## config.mk

```make
export PLATFORM = sky130hd
export DESIGN_NAME = instruction_loader_flat
export DESIGN_NICKNAME = d
export VERILOG_FILES = /design/src/rtl/instruction_loader_if.sv /design/src/rtl/instruction_loader.sv /design/src/flat_wrapper.sv
export SDC_FILE = /design/constraint.sdc
export NUM_CORES = 1
export LEC_CHECK = 0
export CELL_PAD_IN_SITES_DETAIL_PLACEMENT = 0
export CELL_PAD_IN_SITES_GLOBAL_PLACEMENT = 1
export CORE_MARGIN = 5
export CORE_UTILIZATION = 35
export DETAILED_ROUTE_END_ITERATION = 8
export PLACE_DENSITY = 0.65
export SYNTH_ARGS = -nofsm -noshare
export SYNTH_HDL_FRONTEND = slang
export SYNTH_SLANG_ARGS = --single-unit
```

## constraint.sdc

```tcl
create_clock -name clock -period 3.7 [get_ports clock]
set_clock_uncertainty 0.2 [all_clocks]
set_input_delay 0.74 -clock clock [delete_from_list [all_inputs] [get_ports clock]]
set_output_delay 0.74 -clock clock [all_outputs]
set_load 0.05 [all_outputs]
```

## src/rtl/instruction_loader_if.sv

```systemverilog
// Byte-stream and instruction-memory write-port bundle for the instruction loader.
// slave is the loader side; master is the host/byte source side.
interface instruction_loader_if #(
  parameter int unsigned ADDR_WIDTH = 8,
  parameter int unsigned DATA_WIDTH = 8
);
  logic                  inStart;
  logic                  inValid;
  logic [DATA_WIDTH-1:0] inByte;
  logic                  outReady;
  logic                  outWriteEnable;
  logic [ADDR_WIDTH-1:0] outWriteAddress;
  logic [DATA_WIDTH-1:0] outWriteData;
  logic                  outCpuHold;
  logic                  outBusy;
  logic                  outDone;
  logic                  outError;

  modport slave (
    input  inStart, inValid, inByte,
    output outReady, outWriteEnable, outWriteAddress, outWriteData,
    output outCpuHold, outBusy, outDone, outError
  );

  modport master (
    output inStart, inValid, inByte,
    input  outReady, outWriteEnable, outWriteAddress, outWriteData,
    input  outCpuHold, outBusy, outDone, outError
  );
endinterface

```

## src/rtl/instruction_loader.sv

```systemverilog
// Receives a framed program image (SYNC, LEN, data, CHK) over a byte stream and writes it into
// instruction memory from address 0, holding the CPU in reset until the checksum verifies.
module instruction_loader #(
  parameter int unsigned           ADDR_WIDTH = 8,
  parameter int unsigned           DATA_WIDTH = 8,
  parameter logic [DATA_WIDTH-1:0] SYNC_BYTE  = 8'hA5
) (
  input logic                  clock,
  input logic                  reset,
  instruction_loader_if.slave  bus
);

  localparam int unsigned          CntW      = ADDR_WIDTH + 1;
  localparam logic [CntW-1:0]      CntOne    = 1;
  localparam logic [CntW-1:0]      FullCount = CntOne << ADDR_WIDTH;

  typedef enum logic [2:0] {
    StIdle,
    StSync,
    StLen,
    StData,
    StCheck,
    StDone,
    StError
  } state_e;

  state_e                state_q;
  logic [CntW-1:0]       count_q;
  logic [DATA_WIDTH-1:0] sum_q;
  logic                  we_q;
  logic [ADDR_WIDTH-1:0] waddr_q;
  logic [DATA_WIDTH-1:0] wdata_q;
  logic                  hold_q;
  logic                  busy_q;
  logic                  done_q;
  logic                  error_q;

  logic                  ready;
  logic                  accept;
  logic [DATA_WIDTH-1:0] sum_next;
  logic [CntW-1:0]       len_count;

  assign ready    = (state_q == StSync) || (state_q == StLen) ||
                    (state_q == StData) || (state_q == StCheck);
  assign accept   = bus.inValid && ready;
  assign sum_next = sum_q + bus.inByte;

  // A zero length byte stands for a full-capacity image.
  always_comb begin
    len_count = CntW'(bus.inByte);
    if (bus.inByte == '0) begin
      len_count = FullCount;
    end
  end

  always_ff @(posedge clock or posedge reset) begin
    if (reset) begin
      state_q <= StIdle;
      count_q <= '0;
      sum_q   <= '0;
      we_q    <= 1'b0;
      waddr_q <= '0;
      wdata_q <= '0;
      hold_q  <= 1'b0;
      busy_q  <= 1'b0;
      done_q  <= 1'b0;
      error_q <= 1'b0;
    end else begin
      we_q <= 1'b0;
      // The address advances as each write strobe retires, so it points past the last word.
      if (we_q) begin
        waddr_q <= waddr_q + ADDR_WIDTH'(1);
      end

      case (state_q)
        StIdle, StDone, StError: begin
          if (bus.inStart) begin
            state_q <= StSync;
            busy_q  <= 1'b1;
            hold_q  <= 1'b1;
            done_q  <= 1'b0;
            error_q <= 1'b0;
          end
        end

        StSync: begin
          if (accept && (bus.inByte == SYNC_BYTE)) begin
            state_q <= StLen;
          end
        end

        StLen: begin
          if (accept) begin
            count_q <= len_count;
            sum_q   <= '0;
            waddr_q <= '0;
            state_q <= StData;
          end
        end

        StData: begin
          if (accept) begin
            we_q    <= 1'b1;
            wdata_q <= bus.inByte;
            sum_q   <= sum_next;
            count_q <= count_q - CntOne;
            if (count_q == CntOne) begin
              state_q <= StCheck;
            end
          end
        end

        StCheck: begin
          if (accept) begin
            sum_q  <= sum_next;
            busy_q <= 1'b0;
            if (sum_next == '0) begin
              state_q <= StDone;
              done_q  <= 1'b1;
              hold_q  <= 1'b0;
            end else begin
              state_q <= StError;
              error_q <= 1'b1;
            end
          end
        end

        default: state_q <= StIdle;
      endcase
    end
  end

  assign bus.outReady        = ready;
  assign bus.outWriteEnable  = we_q;
  assign bus.outWriteAddress = waddr_q;
  assign bus.outWriteData    = wdata_q;
  assign bus.outCpuHold      = hold_q;
  assign bus.outBusy         = busy_q;
  assign bus.outDone         = done_q;
  assign bus.outError        = error_q;

endmodule

```

## src/flat_wrapper.sv

```systemverilog
// flat-port wrapper written by rule: the top's interface ports become plain ports
module instruction_loader_flat 
#(
  parameter int unsigned           ADDR_WIDTH = 8,
  parameter int unsigned           DATA_WIDTH = 8,
  parameter logic [DATA_WIDTH-1:0] SYNC_BYTE  = 8'hA5
)
  (clock, reset, bus_inStart, bus_inValid, bus_inByte, bus_outReady, bus_outWriteEnable, bus_outWriteAddress, bus_outWriteData, bus_outCpuHold, bus_outBusy, bus_outDone, bus_outError);
  instruction_loader_if #(.ADDR_WIDTH(ADDR_WIDTH), .DATA_WIDTH(DATA_WIDTH)) bus_i ();
  input logic clock;
  input logic reset;
  input wire logic [$bits(bus_i.inStart)-1:0] bus_inStart;
  input wire logic [$bits(bus_i.inValid)-1:0] bus_inValid;
  input wire logic [$bits(bus_i.inByte)-1:0] bus_inByte;
  output wire logic [$bits(bus_i.outReady)-1:0] bus_outReady;
  output wire logic [$bits(bus_i.outWriteEnable)-1:0] bus_outWriteEnable;
  output wire logic [$bits(bus_i.outWriteAddress)-1:0] bus_outWriteAddress;
  output wire logic [$bits(bus_i.outWriteData)-1:0] bus_outWriteData;
  output wire logic [$bits(bus_i.outCpuHold)-1:0] bus_outCpuHold;
  output wire logic [$bits(bus_i.outBusy)-1:0] bus_outBusy;
  output wire logic [$bits(bus_i.outDone)-1:0] bus_outDone;
  output wire logic [$bits(bus_i.outError)-1:0] bus_outError;
  assign bus_i.inStart = bus_inStart;
  assign bus_i.inValid = bus_inValid;
  assign bus_i.inByte = bus_inByte;
  assign bus_outReady = bus_i.outReady;
  assign bus_outWriteEnable = bus_i.outWriteEnable;
  assign bus_outWriteAddress = bus_i.outWriteAddress;
  assign bus_outWriteData = bus_i.outWriteData;
  assign bus_outCpuHold = bus_i.outCpuHold;
  assign bus_outBusy = bus_i.outBusy;
  assign bus_outDone = bus_i.outDone;
  assign bus_outError = bus_i.outError;
  instruction_loader #(.ADDR_WIDTH(ADDR_WIDTH), .DATA_WIDTH(DATA_WIDTH), .SYNC_BYTE(SYNC_BYTE)) u_core (.clock(clock), .reset(reset), .bus(bus_i));
endmodule
```

# --- Word-level counts from Yosys, hierarchy flattened ---
# Cells that the tools add are included.
word_totals:
  register_bits: 41
  latch_bits: 0
  ramBits: 0
  rom_bits: 0
  out_inout_bits: 22
  wordCells: 83
  n_memories: 0
op_classes:
  n_addsub: 3
  mul: 0
  n_div: 0
  magnitude_cmp: 0
  eq_ne: 17
  shifts: 0
  n_mux: 33
  bitwise: 0
  reduce_logical: 20
ops:
  columns: ["operator", "count"]
  rows:
  - ["two-way mux 8 bit", 5]
  - ["two-way mux 9 bit", 3]
  - ["two-way mux 3 bit", 6]
  - ["case mux 9 bit (2 select lines)", 1]
  - ["logical NOT 8 bit", 2]
  - ["case mux 8 bit (2 select lines)", 1]
  - ["case mux 3 bit (5 select lines)", 1]
  - ["two-way mux 1 bit", 11]
  - ["inequality test 2 bit (second input constant)", 5]
  - ["== test 3 bit (second input constant)", 3]
  - ["== test 9 x 1 -> 1 bit (second input constant)", 1]
  - ["AND reduction 3 bit", 3]
  - ["subtractor 9 x 1 -> 9 bit (second input constant)", 1]
  - ["adder 8 x 1 -> 8 bit (second input constant)", 1]
  - ["adder 8 bit", 1]
  - ["== test 8 bit (second input constant)", 1]
  - ["inequality test 2 x 1 -> 1 bit (second input constant)", 4]
  - ["case mux 1 bit (2 select lines)", 4]
  - ["AND reduction 4 bit", 2]
  - ["== test 3 x 2 -> 1 bit (second input constant)", 2]
  - ["AND reduction 6 bit", 1]
  - ["nonzero test 2 bit", 3]
  - ["== test 3 x 1 -> 1 bit (second input constant)", 1]
  - ["logical NOT 3 bit", 1]
  - ["other kinds (6)", 9]

# --- Depth between registers and ports, before layout ---
logic_depth:
  word_depth: 8
  mapped_depth: 7

# --- Least setup slack after synthesis ---
# OpenSTA, ideal clock, no wires.
synth_timing:
  path_kind: "input to register"
  start: "in bus_inByte[0]"
  end: "reg u_core.state_q[0]"
  setup_time_ps: 124
  arrival_ps: 2618
  required_time_ps: 3376
  setup_slack_ps: 758
  cell_stages: 7
  path_buffers: 0
  path_cell_list: "ha_1 > fa_1 > a211o_1 > and3_4 > o311ai_1 > nor4_2 > o31a_1"
synth_between:
  elab_chain_len: 5
  elab_cells_between_ends: 9
  classes_between: "add/sub: 1; eq/ne: 2; mux: 3; reduce/logical: 3"
synth_lines:
  columns: ["item", "line_no", "text"]
  rows:
  - ["start: declaration", "flat_wrapper.sv:14", "input wire logic [$bits(bus_i.inByte)-1:0] bus_inByte;"]
  - ["adder 8 bit", "instruction_loader.sv:46", "assign sum_next = sum_q + bus.inByte;"]
  - ["logical NOT 8 bit", "instruction_loader.sv:117", "if (sum_next == '0) begin"]
  - ["two-way mux 2 bit", "instruction_loader.sv:117", null]
  - ["two-way mux 3 bit", "instruction_loader.sv:114", "if (accept) begin"]
  - ["case mux 3 bit (5 select lines)", "instruction_loader.sv:75", "case (state_q)"]
  - ["end signal: assignment", "instruction_loader.sv:78", "state_q <= StSync;"]
  - ["end signal: assignment", "instruction_loader.sv:118", "state_q <= StDone;"]
  - ["end signal: assignment", "instruction_loader.sv:122", "state_q <= StError;"]
  - ["end: declaration", "instruction_loader.sv:27", "state_e state_q;"]
# Several ways; a longest one is shown, not always the timed one. The select of a mux whose other input is x is not followed.
# A chain may end at the register's enable or synchronous reset.

# --- Final worst setup path ---
layout_timing:
  start: "in bus_inByte[0]"
  end: "reg u_core.hold_q (netlist: u_core.bus.outCpuHold)"
layout_between:
  elab_chain_len: 4
layout_lines:
  columns: ["item", "line_no", "text"]
  rows:
  - ["adder 8 bit", "instruction_loader.sv:46", null]
  - ["logical NOT 8 bit", "instruction_loader.sv:117", null]
  - ["inequality test 2 bit (no line)", null, null]
  - ["AND reduction 4 bit (no line)", null, null]
  - ["end signal: assignment", "instruction_loader.sv:64", "hold_q <= 1'b0;"]
  - ["end signal: assignment", "instruction_loader.sv:80", "hold_q <= 1'b1;"]
  - ["end signal: assignment", "instruction_loader.sv:120", "hold_q <= 1'b0;"]
  - ["end: declaration", "instruction_loader.sv:33", "logic hold_q;"]
# No other way between the ends.

==> run summary <==
• Critical Path AT: 3.21 ns
• Port-buffer cells: 33
• ANT cells: 0
• DP Cell Count: 405
• number of buffers added for setup after CTS: 0
• top_reg_cell synth: dfrtp_1
• via count of the first global-routing pass: 2,097
• Leakage: 1.30 nW
• TritonCTS Buffers: 5
• root buffer cell: clkbuf_8
• CTS H-tree depth: 2
• worst max-slew margin expressed relative to the limit: 54.7%
• largest net degree at the start of global routing: 42
• Power Dens Cells: 902 nW/um^2
• number of max-slew violations in the final report: 0
• clock edge transition at the registers on the reported setup and hold paths: 0.09 ns
• number of top-level design ports: 34
• worst-margin pin slew: 0.678 ns
• count of flip-flops with a built-in enable after synthesis: 0
• last weighted congestion value of the routability-driven placer: 0.819
• horizontal extent of the die: 95.5 um
• number of cell rows: 31
• count of unresolved DRC violations after routing: 0
• final core utilization: 44.2%
• highest clock frequency the design can meet: 309 MHz
• number of iterations in the first detailed-routing pass: 4
• Mapped Nets: 293
• endpoint kind of the worst setup timing path: register
• hold buffers post-CTS: 0
• crit share post-route: 87.6%
• synth unique cells: 56
• number of nets in the layout: 336
• first-pass GRT wire length: 10,800 um
• Syn Std Cell Area: 2560 um^2
• number of resized instances in the post-cts repair step: 0
• final HPWL from detailed placement: 4770 um
• residual overflow from global routing: 0
• layout cells sized above 1: 12.7%
• fill count: 717
• count of endpoints failing setup in the final report: 0
• most common library cell in the layout ignoring fill and taps: dfrtp_1
• post-route non-filler standard cell count: 413
• final-report hold violation count: 0
• die outline area: 9130 um^2
• setup repair after global routing missed its margin: no
• kind of path behind the tightest hold check: reg -> reg
• iteration-0 DRC count of the detailed router: 105
• Final Routed Wirelength: 6610 um
• synthesis-to-finish area growth: 23.9%
• placeable core area: 7180 um^2
• total negative slack for setup checks: 0 ns
• overall routing resource usage: 15.5%
• via count: 2,175
• ANT nets after route: 0
• worst setup path class: in -> reg
• crit-path max FO: 5
• antenna violations before repair: 0
• Syn Inst Count: 270
• most frequent cells in the layout: 41 x dfrtp_1, 33 x clkdlybuf4s50_1, 26 x nor2_1
• minimum clock period after layout: 3.24 ns
• total power of the final layout: 2.86 mW
• floorplan die height: 95.5 um
• highest ir drop seen on vdd: 0.000308 V
• ys async rst share: 100%
• result of the run: completed
• CP required: 3.67 ns
• clock tree buffer depth: 2
• clk sink count: 41
• vias per inst: 5.27
• source-to-sink clock delay at the later pin of the worst-skew pair: 0.30 ns
• CTS tree: done
• routed length per placed instance: 16.0 um
• kind of start point of the critical path: input port
• count of state elements after synthesis: 41
• Max Cap Violations: 0
• Synth warnings: 0
• sequential element share of the synthesized area: 40.1%
• initial cell density of the core: 35.7%
• average footprint of a synthesized cell: 9.49 um^2
• Worst Hold Slack: 0.298 ns
[worst paths after layout]
check	from	end	slack [ns]	cells past startpoint
worst max-delay path	bus_inByte[0]	u_core.bus.outCpuHold	0.46	8
max in group asynchronous	reset	u_core.bus.outWriteData[4]	2.23	3
min in group asynchronous	reset	u_core.count_q[8]	0.69	3
worst min register to register	u_core.count_q[7]	u_core.count_q[7]	0.30	2
worst min-delay path	u_core.count_q[7]	u_core.count_q[7]	0.30	2
worst max register to register	u_core.sum_q[0]	u_core.bus.outCpuHold	0.93	7
[final cells by class]
class | count | area [um^2] | share of cell area (%)
clock inverters | 1 | 5.00 | 0.158
well taps | 99 | 124 | 3.90
clock buffers | 7 | 96.3 | 3.04
inverters | 11 | 41.3 | 1.30
repair buffers | 47 | 435 | 13.7
multi-input cells | 207 | 1450 | 45.5
flip-flops and latches | 41 | 1030 | 32.3
[layer usage]
metal	vias to the layer above	wire length [um]	GRT usage [%]
met1	1050	3120	20.9
met3	6	251	2.45
li1	1088	-	-
met4	0	48	4.27
met5	-	0	0
met2	31	3190	25.5
[critical path, stage by stage]
cell,delay (ns)
clkdlybuf4s50_1,0.44
ha_1,0.26
fa_1,0.42
a211o_1,0.31
a21oi_1,0.23
o221ai_1,0.16
nor4_2,0.50
a21oi_1,0.15
[registers in the layout, indices dropped and copies added (netlist names), 3 cells and up]
| signal | cells |
|---|---|
| u_core.sum_q | 8 |
| u_core.state_q | 3 |
| u_core.count_q | 9 |
| u_core.bus.outWriteData | 8 |
| u_core.bus.outWriteAddress | 8 |
[power by group]
group          switching, mW  internal (mW)
Combinational           1.03          0.709
Sequential             0.157          0.633
Clock                  0.167          0.169
Total                   1.35           1.51
[synth_stat cells, drive strengths merged (2+ instances only)]
master    n  area share, %
nand2    25            3.7
clkbuf   10            1.5
o32ai     4            1.4
and2      2           0.49
ha       10            4.9
nor4      4            1.8
nand2b    2           0.49
o22ai     2           0.49
a221oi    2           0.68
a22oi     3           0.88
inv      10            1.5
xnor2     6            2.1
mux2      9            4.1
a2bb2oi   2           0.68
nand4     4           0.98
o2bb2ai   2           0.68
nor2b     8            2.0
o221ai    3            1.3
nand3b    2           0.59
nor3      3           0.59
a21oi    15            2.9
nand3     2           0.39
o21ai    22            4.3
o211ai    5            1.5
a221o     5            2.0
nor3b     7            2.1
nor2     26            3.8
mux2i     3            1.2
xor2      6            2.1
a22o      4            1.4
dfrtp    41             40
or4       3            1.0
[kinds of logic (layout without fill, tap and decap cells)]
group	Yosys count	count (layout)	synth area share, %
fa+ha+maj	11	11	5.67
compound gates	81	81	22.5
buf+inv	22	66	3.52
flops	41	41	40.1
simple gates	91	91	18.9
xor+xnor	12	12	4.10
mux	12	12	5.28
[metrics by stage]
stage / setup WS, ns / cell area, um^2
6_report: 0.459 / 3170
5_1_grt: 0.210 / 3170
4_1_cts: 0.455 / 3170
3_5_place_dp: 0.129 / 3070
3_3_place_gp: 0.196 / 3070
2_1_floorplan: 0.758 / 2560
Power figures use the tool's default switching activity.
==> patch 1, RTL diff (same settings) <==
`ADDR_WIDTH` is set to 8 in 3 places; all go to 7.
--- a/src/rtl/instruction_loader_if.sv
+++ b/src/rtl/instruction_loader_if.sv
@@ -2,5 +2,5 @@
 // slave is the loader side; master is the host/byte source side.
 interface instruction_loader_if #(
-  parameter int unsigned ADDR_WIDTH = 8,
+  parameter int unsigned ADDR_WIDTH = 7,
   parameter int unsigned DATA_WIDTH = 8
 );
--- a/src/rtl/instruction_loader.sv
+++ b/src/rtl/instruction_loader.sv
@@ -2,5 +2,5 @@
 // instruction memory from address 0, holding the CPU in reset until the checksum verifies.
 module instruction_loader #(
-  parameter int unsigned           ADDR_WIDTH = 8,
+  parameter int unsigned           ADDR_WIDTH = 7,
   parameter int unsigned           DATA_WIDTH = 8,
   parameter logic [DATA_WIDTH-1:0] SYNC_BYTE  = 8'hA5
--- a/src/flat_wrapper.sv
+++ b/src/flat_wrapper.sv
@@ -2,5 +2,5 @@
 module instruction_loader_flat 
 #(
-  parameter int unsigned           ADDR_WIDTH = 8,
+  parameter int unsigned           ADDR_WIDTH = 7,
   parameter int unsigned           DATA_WIDTH = 8,
   parameter logic [DATA_WIDTH-1:0] SYNC_BYTE  = 8'hA5
Ports: changed (resized bus_outWriteAddress); port bits go from 34 to 33. The function was not compared with the original's and may differ.
==> patch 1 against the unedited design <==
  * Utilization shrank 0.64 points
  * Critical path depth increased by 1
  * Final area fell by 13%
  * Sequential cell count shrank 2
  * Wire length fell by 16%
  * Combinational power down 38%
  * Worst setup slack better by 8.0 ps
  * Register-to-register slack gained 60 ps
  * Total power is 27% lower
  * Area after synthesis down 12%
==> patch 1: results (changes against the unedited design) <==
\begin{tabular}{lr}
\hline
Metric & Value \\
\hline
\multicolumn{2}{l}{\textbf{Place}} \\
\quad Estimated wirelength of the detail-placed design & 4010 um (-16\%) \\
\quad Worst slack after detailed placement & 137 ps (+7.64 ps) \\
\quad Gpl congestion & 0.747 (-8.8\%) \\
\quad Count of input and output buffers & 32 (-3.0\%) \\
\multicolumn{2}{l}{\textbf{Drt}} \\
\quad DRT met1 WL & 2900 um (-7.2\%) \\
\quad Drt wl/cell & 15.7 um (-1.8\%) \\
\quad Via density per instance & 5.28 (+0.20\%) \\
\quad Routed wire length on met3 & 178 um (-29\%) \\
\multicolumn{2}{l}{\textbf{Min path}} \\
\quad Launch instance of the worst min-delay path & u\_core.bus.outCpuHold\$\_DFFE\_PP0P\_ \\
\quad Worst Hold Path Cells & 1 (-1) \\
\multicolumn{2}{l}{\textbf{Power}} \\
\quad Internal Dissipation & 1130 uW (-25\%) \\
\quad Clock share of power & 13.9\% (+2.2 points) \\
\multicolumn{2}{l}{\textbf{Logic synthesis}} \\
\quad Post-synthesis compound-gate area fraction & 17.7\% (-4.8 points) \\
\quad Xor-xnor portion of the synthesized cell area & 3.88\% (-0.22 points) \\
\quad Unique masters post-synth & 46 (-18\%) \\
\multicolumn{2}{l}{\textbf{Critical path}} \\
\quad Setup slack on the worst flop-to-flop path & 990 ps (+60 ps) \\
\quad Arrival time at the worst endpoint & 3220 ps (about the same) \\
\quad Largest fanout of any net on the critical path & 3 (-2) \\
\quad Cell at the slowest stage of the critical path & sky130\_fd\_sc\_hd\_\_clkdlybuf4s50\_1 \\
\quad Cells on worst reg2reg path & 8 (+1) \\
\multicolumn{2}{l}{\textbf{Cells and area}} \\
\quad Number of filler cells placed in the layout & 634 (-12\%) \\
\multicolumn{2}{l}{\textbf{Outcome}} \\
\quad Status & complete, no violations \\
\multicolumn{2}{l}{\textbf{Timing}} \\
\quad Final critical-path share of the clock period & 87.4\% (-0.22 points) \\
\quad Final hold slack & 288 ps (-10.0 ps) \\
\multicolumn{2}{l}{\textbf{Global routing}} \\
\quad Maximum number of pins on one net before global-route repair & 40 (-4.8\%) \\
\quad First-pass GRT wire length & 9600 um (-11\%) \\
\hline
\end{tabular}
[patch 1: cell types whose count changed after synthesis, sizes merged, moves of 4 or more]
cell,change
a221o,-5
a22o,-4
nand2,-8
nand2b,+4
nand3,+8
nor2b,-5
nor3b,-5
o211ai,-4
o32ai,-4
[patch 1: metrics by stage]
step	total power, uW	util (%)
after floorplan	1490	-
after global placement	1800	42.2
after detailed placement	1800	42.2
after CTS	2100	43.6
after global routing	2250	43.6
final	2080	43.6
[patch 1: per-layer routing]
metal  vias to the layer above  global-route usage (%)
met3                         5                    3.08
li1                        936                       -
met5                         -                       0
met1                       897                    20.7
met2                        30                    21.7
met4                         0                    4.84
[patch 1: area by class of cell]
class	instances	area share (%)
multi-input combinational	184	43.7
sequential	39	35.5
timing repair buffer	37	13.0
tap	77	3.50
clock buffer	6	2.64
inverter	9	1.23
clock inverter	2	0.455
[patch 1: critical path, delay by kind of cell]
family	cells	cell delay (ps)
AOI/OAI and AO/OA	4	900
buffers and inverters	1	440
and+or+nand+nor	2	460
adders and majority gates	2	680
==> patch 2, RTL diff (config.mk and constraints unchanged) <==
Made on the original files. Encoding of `state_e`: now one-hot (7 bits for 7 states).
--- a/src/rtl/instruction_loader.sv
+++ b/src/rtl/instruction_loader.sv
@@ -15,12 +15,12 @@
   localparam logic [CntW-1:0]      FullCount = CntOne << ADDR_WIDTH;
 
-  typedef enum logic [2:0] {
-    StIdle,
-    StSync,
-    StLen,
-    StData,
-    StCheck,
-    StDone,
-    StError
+  typedef enum logic [6:0] {
+    StIdle  = 7'b0000001,
+    StSync  = 7'b0000010,
+    StLen   = 7'b0000100,
+    StData  = 7'b0001000,
+    StCheck = 7'b0010000,
+    StDone  = 7'b0100000,
+    StError = 7'b1000000
   } state_e;
 
Function: same outputs for any inputs over 10 cycles, from zero or initial values and one cycle with reset high; not proved beyond that.
==> patch 2 against the unedited design <==
  * First-iteration DRC count up 16%
  * Via count down 1.6%
  * Worst setup slack better by 4.9 ps
  * Final area down 1.1%
  * Total power down 21%
  * Wire length down 6.6%
  * Area after synthesis up 1.8%
  * Sequential cell count up 4
  * Critical endpoint is now u_core.state_q[5]$_DFFE_PP0P_
  * Largest cell class unchanged
  * Highest routed layer unchanged
==> patch 2: results (changes against the unedited design) <==
\begin{tabular}{lr}
\hline
Metric & Value \\
\hline
\multicolumn{2}{l}{\textbf{Cells and area}} \\
\quad Number of non-clock buffers & 38 (-19\%) \\
\quad Area used by multi-input combinational logic & 1390 um2 (-3.7\%) \\
\quad Share of post-route cells with drive strength above 1 & 9.93\% (-2.8 points) \\
\quad Utilization after layout & 43.3\% (-0.96 points) \\
\quad Multi-input combinational cell count & 201 (-2.9\%) \\
\quad Number of filler cells placed in the layout & 739 (+3.1\%) \\
\quad Storage element area & 1130 um2 (+9.9\%) \\
\quad Layout clock area frac & 2.75\% (-0.44 points) \\
\multicolumn{2}{l}{\textbf{Place}} \\
\quad Gpl congestion & 0.784 (-4.3\%) \\
\quad Worst slack after detailed placement & 134 ps (+4.35 ps) \\
\quad DP Area & 3050 um2 (-0.65\%) \\
\quad Estimated wirelength of the detail-placed design & 4430 um (-7.3\%) \\
\quad Placed Cells incl. Taps & 394 (-2.7\%) \\
\multicolumn{2}{l}{\textbf{Timing}} \\
\quad Actual transition at the worst max-transition pin & 953 ps (+276 ps) \\
\quad Final hold slack & 294 ps (-4.72 ps) \\
\multicolumn{2}{l}{\textbf{Critical path}} \\
\quad Setup slack on the worst flop-to-flop path & 1000 ps (+70 ps) \\
\quad Capture point of the worst reg-to-reg path & u\_core.state\_q[5]\$\_DFFE\_PP0P\_ \\
\quad Critical path's largest stage delay & 440 ps (-60 ps) \\
\quad Largest fanout of any net on the critical path & 3 (-2) \\
\quad Arrival time at the worst endpoint & 3240 ps (+30 ps) \\
\multicolumn{2}{l}{\textbf{Logic synthesis}} \\
\quad Unique masters post-synth & 61 (+8.9\%) \\
\quad Top cells by instance count after synthesis & sky130\_fd\_sc\_hd\_\_dfrtp\_1, sky130\_fd\_sc\_hd\_\_o21ai\_0, sky130\_fd\_sc\_hd\_\_nor2\_1 \\
\quad Number of synthesized register bits & 45 (+9.8\%) \\
\quad Net count after synthesis & 288 (-1.7\%) \\
\quad Sequential fraction of the synthesis area & 43.2\% (+3.2 points) \\
\multicolumn{2}{l}{\textbf{Min path}} \\
\quad Launch instance of the worst min-delay path & u\_core.bus.outError\$\_DFFE\_PP0P\_ \\
\multicolumn{2}{l}{\textbf{Power}} \\
\quad VDD IR-drop max & 278 uV (-9.7\%) \\
\quad Switching part of the total & 45.5\% (-1.7 points) \\
\quad Cell leakage power & 0.00137 uW (+5.7\%) \\
\multicolumn{2}{l}{\textbf{Outcome}} \\
\quad Status & complete, no violations \\
\multicolumn{2}{l}{\textbf{Global routing}} \\
\quad Maximum number of pins on one net before global-route repair & 46 (+9.5\%) \\
\quad Total global-route track usage & 14.5\% (-0.96 points) \\
\multicolumn{2}{l}{\textbf{Drt}} \\
\quad Drt wl/cell & 15.4 um (-3.8\%) \\
\hline
\end{tabular}
patch 2: power groups by stage:
stage / logic [uW] / registers, uW / clock network [uW]
after floorplan: 537 / 1100 / 0
after global placement: 1150 / 824 / 0
after detailed placement: 1150 / 826 / 0
after CTS: 1160 / 816 / 326
after global routing: 1250 / 845 / 343
final: 1150 / 816 / 309
patch 2: how the worst max path moves through the flow:
| stage | start | end | slack [ps] | cells past startpoint |
|---|---|---|---|---|
| after CTS | bus_inByte[0] | u_core.state_q[5]$_DFFE_PP0P_ | 450 | 8 |
| after detailed placement | bus_inByte[0] | u_core.state_q[5]$_DFFE_PP0P_ | 130 | 8 |
| after floorplan | bus_inByte[0] | u_core.state_q[5]$_DFFE_PP0P_ | 900 | 7 |
| after global placement | bus_inByte[0] | u_core.state_q[5]$_DFFE_PP0P_ | 210 | 8 |
| after global routing | bus_inByte[0] | u_core.state_q[5]$_DFFE_PP0P_ | 190 | 8 |
| final | bus_inByte[0] | u_core.state_q[5]$_DFFE_PP0P_ | 460 | 8 |
patch 2: kinds of logic (layout without fill, tap and decap cells):
logic type | count (synthesis) | count (layout) | synth area share [%]
adder cells (fa/ha/maj) | 11 | 11 | 5.57
AO/OA/AOI/OAI | 71 | 71 | 18.5
XOR/XNOR | 12 | 12 | 4.03
multiplexers | 9 | 9 | 3.84
buffers and inverters | 19 | 56 | 3.41
AND/OR/NAND/NOR | 98 | 98 | 21.4
flip-flops | 45 | 45 | 43.2
patch 2: layer usage:
metal / vias to the layer above / track usage, % / share of wire (%)
met1: 1040 / 20.2 / 50
met4: 0 / 3.15 / 0.92
li1: 1053 / - / -
met2: 41 / 23.1 / 44
met5: - / 0 / 0
met3: 6 / 3.13 / 4.3
